==> config.mk <==
export PLATFORM = sky130hd
export DESIGN_NAME = msg_frame_reader
export DESIGN_NICKNAME = d
export VERILOG_FILES = /design/src/rtl/msg_pkg.sv /design/src/rtl/msg_word_parser.sv /design/src/rtl/msg_frame_reader.sv
export SDC_FILE = /design/constraint.sdc
export NUM_CORES = 2
export LEC_CHECK = 0
export CAP_MARGIN = 10
export CORE_UTILIZATION = 53
export DETAILED_ROUTE_END_ITERATION = 8
export PLACE_DENSITY = 0.78
export SYNTH_ARGS = -nofsm -noshare
export SYNTH_HDL_FRONTEND = slang
export SYNTH_SLANG_ARGS = --single-unit
==> constraint.sdc <==
create_clock -name clk -period 3.5 [get_ports clk]
set_input_delay 0.7 -clock clk [delete_from_list [all_inputs] [get_ports clk]]
set_output_delay 0.7 -clock clk [all_outputs]
set_load 0.1 [all_outputs]
==> src/rtl/msg_pkg.sv <==
// Shared constants, register map and bus-FSM state type for the message frame reader.
package msg_pkg;

  localparam logic [31:0] EXPECT_ID = 32'h1234EEE2;

  localparam int unsigned N_HDR = 11;
  localparam logic [31:0] HEADERS [N_HDR] = '{
    32'hAAAAAAAA, 32'hBBBBBBBB, 32'hCCCCCCCC, 32'h11111111,
    32'h22222222, 32'h33333333, 32'h44444444, 32'h55555555,
    32'h66666666, 32'h77777777, 32'h88888888
  };
  localparam logic [3:0] LAST_HDR = 4'd10;

  localparam logic [2:0] ADDR_STATUS = 3'd0;
  localparam logic [2:0] ADDR_MSG    = 3'd1;
  localparam logic [2:0] ADDR_ID     = 3'd2;
  localparam int unsigned FLUSH_BIT  = 4;

  typedef enum logic [3:0] {
    ID_REQ, ID_WAIT, POLL_REQ, POLL_WAIT, GAP, MSG_REQ, MSG_WAIT, FLUSH, HALT
  } state_t;

endpackage

==> src/rtl/msg_word_parser.sv <==
// Frame-aligns the message word stream on its headers, fills shadow registers
// and commits a completed 31-word frame to the outputs in one cycle.
module msg_word_parser (
  input  logic         clk,
  input  logic         reset_n,
  input  logic         word_valid,
  input  logic [31:0]  word,
  output logic         sync_hit,
  output logic [65:0]  box_min,
  output logic [65:0]  box_max,
  output logic [307:0] edges,
  output logic         frame_valid,
  output logic [15:0]  frame_count,
  output logic [7:0]   sync_err
);
  import msg_pkg::*;

  logic         in_frame;
  logic [1:0]   phase;
  logic [3:0]   hidx;
  logic [4:0]   didx;
  logic [65:0]  smin, smax;
  logic [307:0] sedge;
  logic         pad_ok, hdr_ok;

  // A mid-frame AAAAAAAA fails either the header or the pad check, so it needs no special case.
  always_comb begin
    pad_ok   = (word[31:27] == 5'd0) && (word[15:11] == 5'd0);
    hdr_ok   = (word == HEADERS[hidx]);
    sync_hit = word_valid && in_frame && ((phase == 2'd0) ? !hdr_ok : !pad_ok);
  end

  always_ff @(posedge clk) begin
    if (!reset_n) begin
      in_frame    <= 1'b0;
      phase       <= 2'd0;
      hidx        <= 4'd0;
      didx        <= 5'd0;
      smin        <= '0;
      smax        <= '0;
      sedge       <= '0;
      box_min     <= '0;
      box_max     <= '0;
      edges       <= '0;
      frame_valid <= 1'b0;
      frame_count <= '0;
      sync_err    <= '0;
    end else begin
      frame_valid <= 1'b0;
      if (sync_hit && sync_err != 8'hFF)
        sync_err <= sync_err + 8'd1;
      if (word_valid) begin
        if (!in_frame) begin
          if (word == HEADERS[0]) begin
            in_frame <= 1'b1;
            hidx     <= 4'd1;
            phase    <= 2'd1;
            didx     <= 5'd0;
          end
        end else if (phase == 2'd0) begin
          if (!hdr_ok) begin
            in_frame <= 1'b0;
          end else if (hidx == LAST_HDR) begin
            in_frame    <= 1'b0;
            box_min     <= smin;
            box_max     <= smax;
            edges       <= sedge;
            frame_valid <= 1'b1;
            frame_count <= frame_count + 16'd1;
          end else begin
            hidx  <= hidx + 4'd1;
            phase <= 2'd1;
          end
        end else if (!pad_ok) begin
          in_frame <= 1'b0;
        end else begin
          for (int unsigned k = 0; k < 6; k++) begin
            if (didx == 5'(k)) begin
              smin[k*11 +: 11] <= word[26:16];
              smax[k*11 +: 11] <= word[10:0];
            end
          end
          for (int unsigned k = 0; k < 14; k++) begin
            if (didx == 5'(k + 6)) begin
              sedge[(2*k)*11 +: 11]   <= word[26:16];
              sedge[(2*k+1)*11 +: 11] <= word[10:0];
            end
          end
          didx  <= didx + 5'd1;
          phase <= (phase == 2'd1) ? 2'd2 : 2'd0;
        end
      end
    end
  end

endmodule

==> src/rtl/msg_frame_reader.sv <==
// Avalon-MM master that checks the processor ID, polls the message count and
// drains the message FIFO one word per REQ/WAIT pair into the frame parser.
module msg_frame_reader #(
  parameter int unsigned POLL_GAP  = 64,
  parameter logic [31:0] EXPECT_ID = msg_pkg::EXPECT_ID
) (
  input  logic         clk,
  input  logic         reset_n,
  output logic         m_chipselect,
  output logic         m_read,
  output logic         m_write,
  output logic [2:0]   m_address,
  output logic [31:0]  m_writedata,
  input  logic [31:0]  m_readdata,
  output logic [65:0]  box_min,
  output logic [65:0]  box_max,
  output logic [307:0] edges,
  output logic         frame_valid,
  output logic [15:0]  frame_count,
  output logic [7:0]   sync_err,
  output logic         id_error
);
  import msg_pkg::*;

  state_t      state, state_next;
  logic [7:0]  rem, rem_next;
  logic [15:0] gap_cnt, gap_next;
  logic        id_error_next;
  logic        word_valid;
  logic        sync_hit;

  always_ff @(posedge clk) begin
    if (!reset_n) begin
      state    <= ID_REQ;
      rem      <= '0;
      gap_cnt  <= '0;
      id_error <= 1'b0;
    end else begin
      state    <= state_next;
      rem      <= rem_next;
      gap_cnt  <= gap_next;
      id_error <= id_error_next;
    end
  end

  always_comb begin
    state_next    = state;
    rem_next      = rem;
    gap_next      = gap_cnt;
    id_error_next = id_error;
    m_chipselect  = 1'b0;
    m_read        = 1'b0;
    m_write       = 1'b0;
    m_address     = ADDR_STATUS;
    m_writedata   = '0;
    word_valid    = 1'b0;
    case (state)
      ID_REQ: begin
        m_chipselect = 1'b1;
        m_read       = 1'b1;
        m_address    = ADDR_ID;
        state_next   = ID_WAIT;
      end
      ID_WAIT: begin
        if (m_readdata == EXPECT_ID) begin
          state_next = POLL_REQ;
        end else begin
          state_next    = HALT;
          id_error_next = 1'b1;
        end
      end
      POLL_REQ: begin
        m_chipselect = 1'b1;
        m_read       = 1'b1;
        m_address    = ADDR_STATUS;
        state_next   = POLL_WAIT;
      end
      POLL_WAIT: begin
        if (m_readdata[15:8] != 8'd0) begin
          rem_next   = m_readdata[15:8];
          state_next = MSG_REQ;
        end else begin
          gap_next   = '0;
          state_next = GAP;
        end
      end
      GAP: begin
        if (gap_cnt == 16'(POLL_GAP - 1))
          state_next = POLL_REQ;
        else
          gap_next = gap_cnt + 16'd1;
      end
      MSG_REQ: begin
        m_chipselect = 1'b1;
        m_read       = 1'b1;
        m_address    = ADDR_MSG;
        state_next   = MSG_WAIT;
      end
      MSG_WAIT: begin
        word_valid = 1'b1;
        rem_next   = rem - 8'd1;
        if (sync_hit)
          state_next = FLUSH;
        else if (rem == 8'd1)
          state_next = POLL_REQ;
        else
          state_next = MSG_REQ;
      end
      FLUSH: begin
        m_chipselect = 1'b1;
        m_write      = 1'b1;
        m_address    = ADDR_STATUS;
        m_writedata  = 32'd1 << FLUSH_BIT;
        state_next   = POLL_REQ;
      end
      HALT: state_next = HALT;
      default: state_next = ID_REQ;
    endcase
    // Strobes are gated by reset so the bus is quiet for the whole reset window.
    if (!reset_n) begin
      m_chipselect = 1'b0;
      m_read       = 1'b0;
      m_write      = 1'b0;
      m_address    = '0;
      m_writedata  = '0;
    end
  end

  msg_word_parser u_parser (
    .clk         (clk),
    .reset_n     (reset_n),
    .word_valid  (word_valid),
    .word        (m_readdata),
    .sync_hit    (sync_hit),
    .box_min     (box_min),
    .box_max     (box_max),
    .edges       (edges),
    .frame_valid (frame_valid),
    .frame_count (frame_count),
    .sync_err    (sync_err)
  );

endmodule

==> out/qor.yml <==
setup_path:
  r2r_end: "u_parser.box_max[25]"
  critical_path_class: "in -> reg"
  cp-start-kind: "input pin"
  regToRegStartpoint: "u_parser.hidx[0]"
  critical_path.max_fanout: 22
  rr_worst_depth: 9
  worst_setup_path_end_kind: "register"
  worstPathArrival_ns: 3.83
  r2r_slack_ns: 0.37
  required_ns: 4.06
synthesis:
  synth_warnings: 0
  synth_edf_count: 0
  ys_seq_area_frac: 0.555
  synth_seq_cells: 946
  syn_inst: 4395
  synth_area_mm2: 0.0342
  ys_types: 57
  syn_avg_cell_area_um2: 7.77
  synthArstFlopShare: 0
  ys.flop_type: "dfxtp_1"
die:
  core-area_mm2: 0.0634
  die-height_um: 256
  die-area_mm2: 0.0655
  ios: 538
  row_count: 92
  die_width_um: 256
  start_util: 0.538
placed_design:
  place_hpwl_mm: 71.2
  place_congestion: 0.955
  io_buffers: 505
  place_ws_ns: -0.380
clock_network:
  clockRootBuffer: "clkbuf_16"
  post_cts_buffers: 0
  worstSkewPairLatency_ns: 0.65
  cts.sinks: 946
  h-tree-depth: 3
  cts_buffers: 93
  cts_tree: "done"
  clkTransAtPathRegs_ns: 0.06
  clockBufferDepth: 3
  hold_buffers: 0
  post_cts_resized: 0
layout:
  syn_to_final_growth_pct: 27.6
  final_layout_size_suffix_gt1_frac: 0.0819
  layout.nets: 4849
sta:
  rsz0062_at_grt: "no"
  worst_slack_ns: 0.224
  tightest_slew_ns: 1.10
  final_hold_viol_count: 0
  period_minus_slack_ns: 3.28
  finalMaxSlewViolations: 0
  timing.fmax_ghz: 0.305
  period_share: 0.936
  finClkSkew_ns: 0.0278
  relSlewSlack: 0.264
  tns_ns: 0
  setup_violations: 0
  whs_ns: 0.377
detailed_routing:
  drt_iter0_drc: 3638
  drt_pass1_iterations: 8
  vias: 31900
  viasPerCell: 5.57
  wire_per_inst_um: 19.4
  wl_mm: 111
  drcViolationCount: 0
  ant_nets: 0
global_routing:
  grt_busiest_layer: "met2"
  grt_pass1_wl_mm: 167
  grtUsageTotal: 0.324
  grt_pass1_vias: 28900
  grt_overflow_total: 0
  antenna_found_initial: 10
  grt_max_degree: 241
  use_met2: 0.513
  use_met1: 0.442
  gr-usage-met3: 0.0493
pwr:
  powerDensity_mw_per_mm2: 494
  total_power_mw: 21.5
  irDropWorstVdd_uv: 368
  power_leakage_nw: 14.4
run_status:
  status: "complete, no violations"
min_path:
  whs_path_depth: 3
  hp-class: "in -> reg"
  hold_start: "m_readdata[16]"
  whs_endpoint: "u_parser.sedge[242]"
job:
  maxCapViolCount: 0
## metrics by stage
| step | utilization | cell area, um2 | std cells |
|---|---|---|---|
| final | 0.687 | 43600 | 5725 |
| after global routing | 0.687 | 43600 | 5722 |
| after CTS | 0.687 | 43600 | 5720 |
| after detailed placement | 0.638 | 40500 | 5552 |
| after global placement | 0.638 | 40500 | 5552 |
| after floorplan | - | 34300 | 4426 |
## Yosys cell counts (all sizes together) (14+ instances only)
cell / count / share of area
nand4: 18 / 0.0033
and2: 21 / 0.0038
o21ai: 15 / 0.0022
ha: 14 / 0.0051
a21oi: 911 / 0.13
nand2: 1824 / 0.20
inv: 19 / 0.0021
nor4: 15 / 0.0029
buf: 75 / 0.013
xnor2: 14 / 0.0036
clkbuf: 303 / 0.033
nor2: 54 / 0.0059
nor3: 19 / 0.0028
nand3: 20 / 0.0029
dfxtp: 946 / 0.55
or4: 16 / 0.0035
## flip-flops by register name, indices dropped and copies added (netlist names)
| signal | flops |
|---|---|
| gap_cnt | 16 |
| id_error | 1 |
| rem | 8 |
| state | 4 |
| u_parser.box_max | 66 |
| u_parser.box_min | 66 |
| u_parser.didx | 5 |
| u_parser.edges | 308 |
| u_parser.frame_count | 16 |
| u_parser.frame_valid | 1 |
| u_parser.hidx | 4 |
| u_parser.in_frame | 1 |
| u_parser.phase | 2 |
| u_parser.sedge | 308 |
| u_parser.smax | 66 |
| u_parser.smin | 66 |
| u_parser.sync_err | 8 |
## per-layer routing
| layer | vias to the layer above | share of wire |
|---|---|---|
| li1 | 15000 | - |
| met1 | 15100 | 0.41 |
| met2 | 1511 | 0.46 |
| met3 | 231 | 0.087 |
| met4 | 10 | 0.037 |
| met5 | - | 0.00064 |
## cells by family (layout without fill, tap and decap cells)
family / after synthesis / in the layout / share of synthesized area
AO/OA/AOI/OAI: 969 / 969 / 0.146
XOR/XNOR: 25 / 25 / 0.00641
adder cells (fa/ha/maj): 14 / 14 / 0.00513
buffers and inverters: 397 / 845 / 0.0487
flip-flops: 946 / 946 / 0.555
multiplexers: 7 / 7 / 0.00209
other: 1 / 37 / 0.000110
AND/OR/NAND/NOR: 2036 / 2036 / 0.237
## area by class of cell
type,count,area [um2]
Antenna cell,5,12.5
Clock buffer,137,2750
Clock inverter,31,343
Fill cell,5093,19800
Inverter,19,78.8
Multi-Input combinational cell,3083,13700
Sequential cell,946,18900
Tap cell,846,1060
Timing Repair Buffer,658,6720
## layout by cell type, fill, tap and decap left out, drive strengths merged, types with 8 or more instances in the layout
cell / count
conb: 32
clkinv: 20
xnor2: 14
clkdlybuf4s50: 422
nand3: 20
nor4: 15
and4: 9
a21oi: 911
clkbuf: 137
and3: 9
or3: 8
dfxtp: 946
nand2: 1824
or4: 16
nor2: 54
buf: 236
and2: 21
ha: 14
o21ai: 15
xor2: 11
nand4: 18
nor3: 19
o31ai: 11
inv: 22
## how the worst max path moves through the flow
stage	endpoint	slack, ns	depth (start not counted)	startpoint
floorplan	m_read	-0.32	5	reset_n
global placement	u_parser.smax[29]	-0.37	12	m_readdata[11]
detailed placement	u_parser.smin[24]	-0.38	12	m_readdata[11]
CTS	u_parser.smax[18]	0.25	12	m_readdata[11]
global route	u_parser.smax[30]	0.07	12	m_readdata[11]
finish	u_parser.smax[30]	0.22	12	m_readdata[11]
## critical path, cell delays in order
cell	delay [ns]
clkdlybuf4s50_1	0.48
buf_4	0.18
or4_1	0.56
nor4_1	0.26
buf_4	0.17
nand4_1	0.34
nor3_1	0.29
buf_4	0.19
and2_0	0.21
buf_12	0.21
nand2_1	0.08
a21oi_1	0.14
## power breakdown
group          switching [mW]  internal [mW]  total [mW]  leakage (nW)
sequential             0.0161           10.8        10.8          7.62
clock                    4.25           5.76        10.0          1.52
combinational           0.631          0.117       0.748          5.31
total                    4.90           16.6        21.5          14.4
Power figures use the tool's default switching activity.
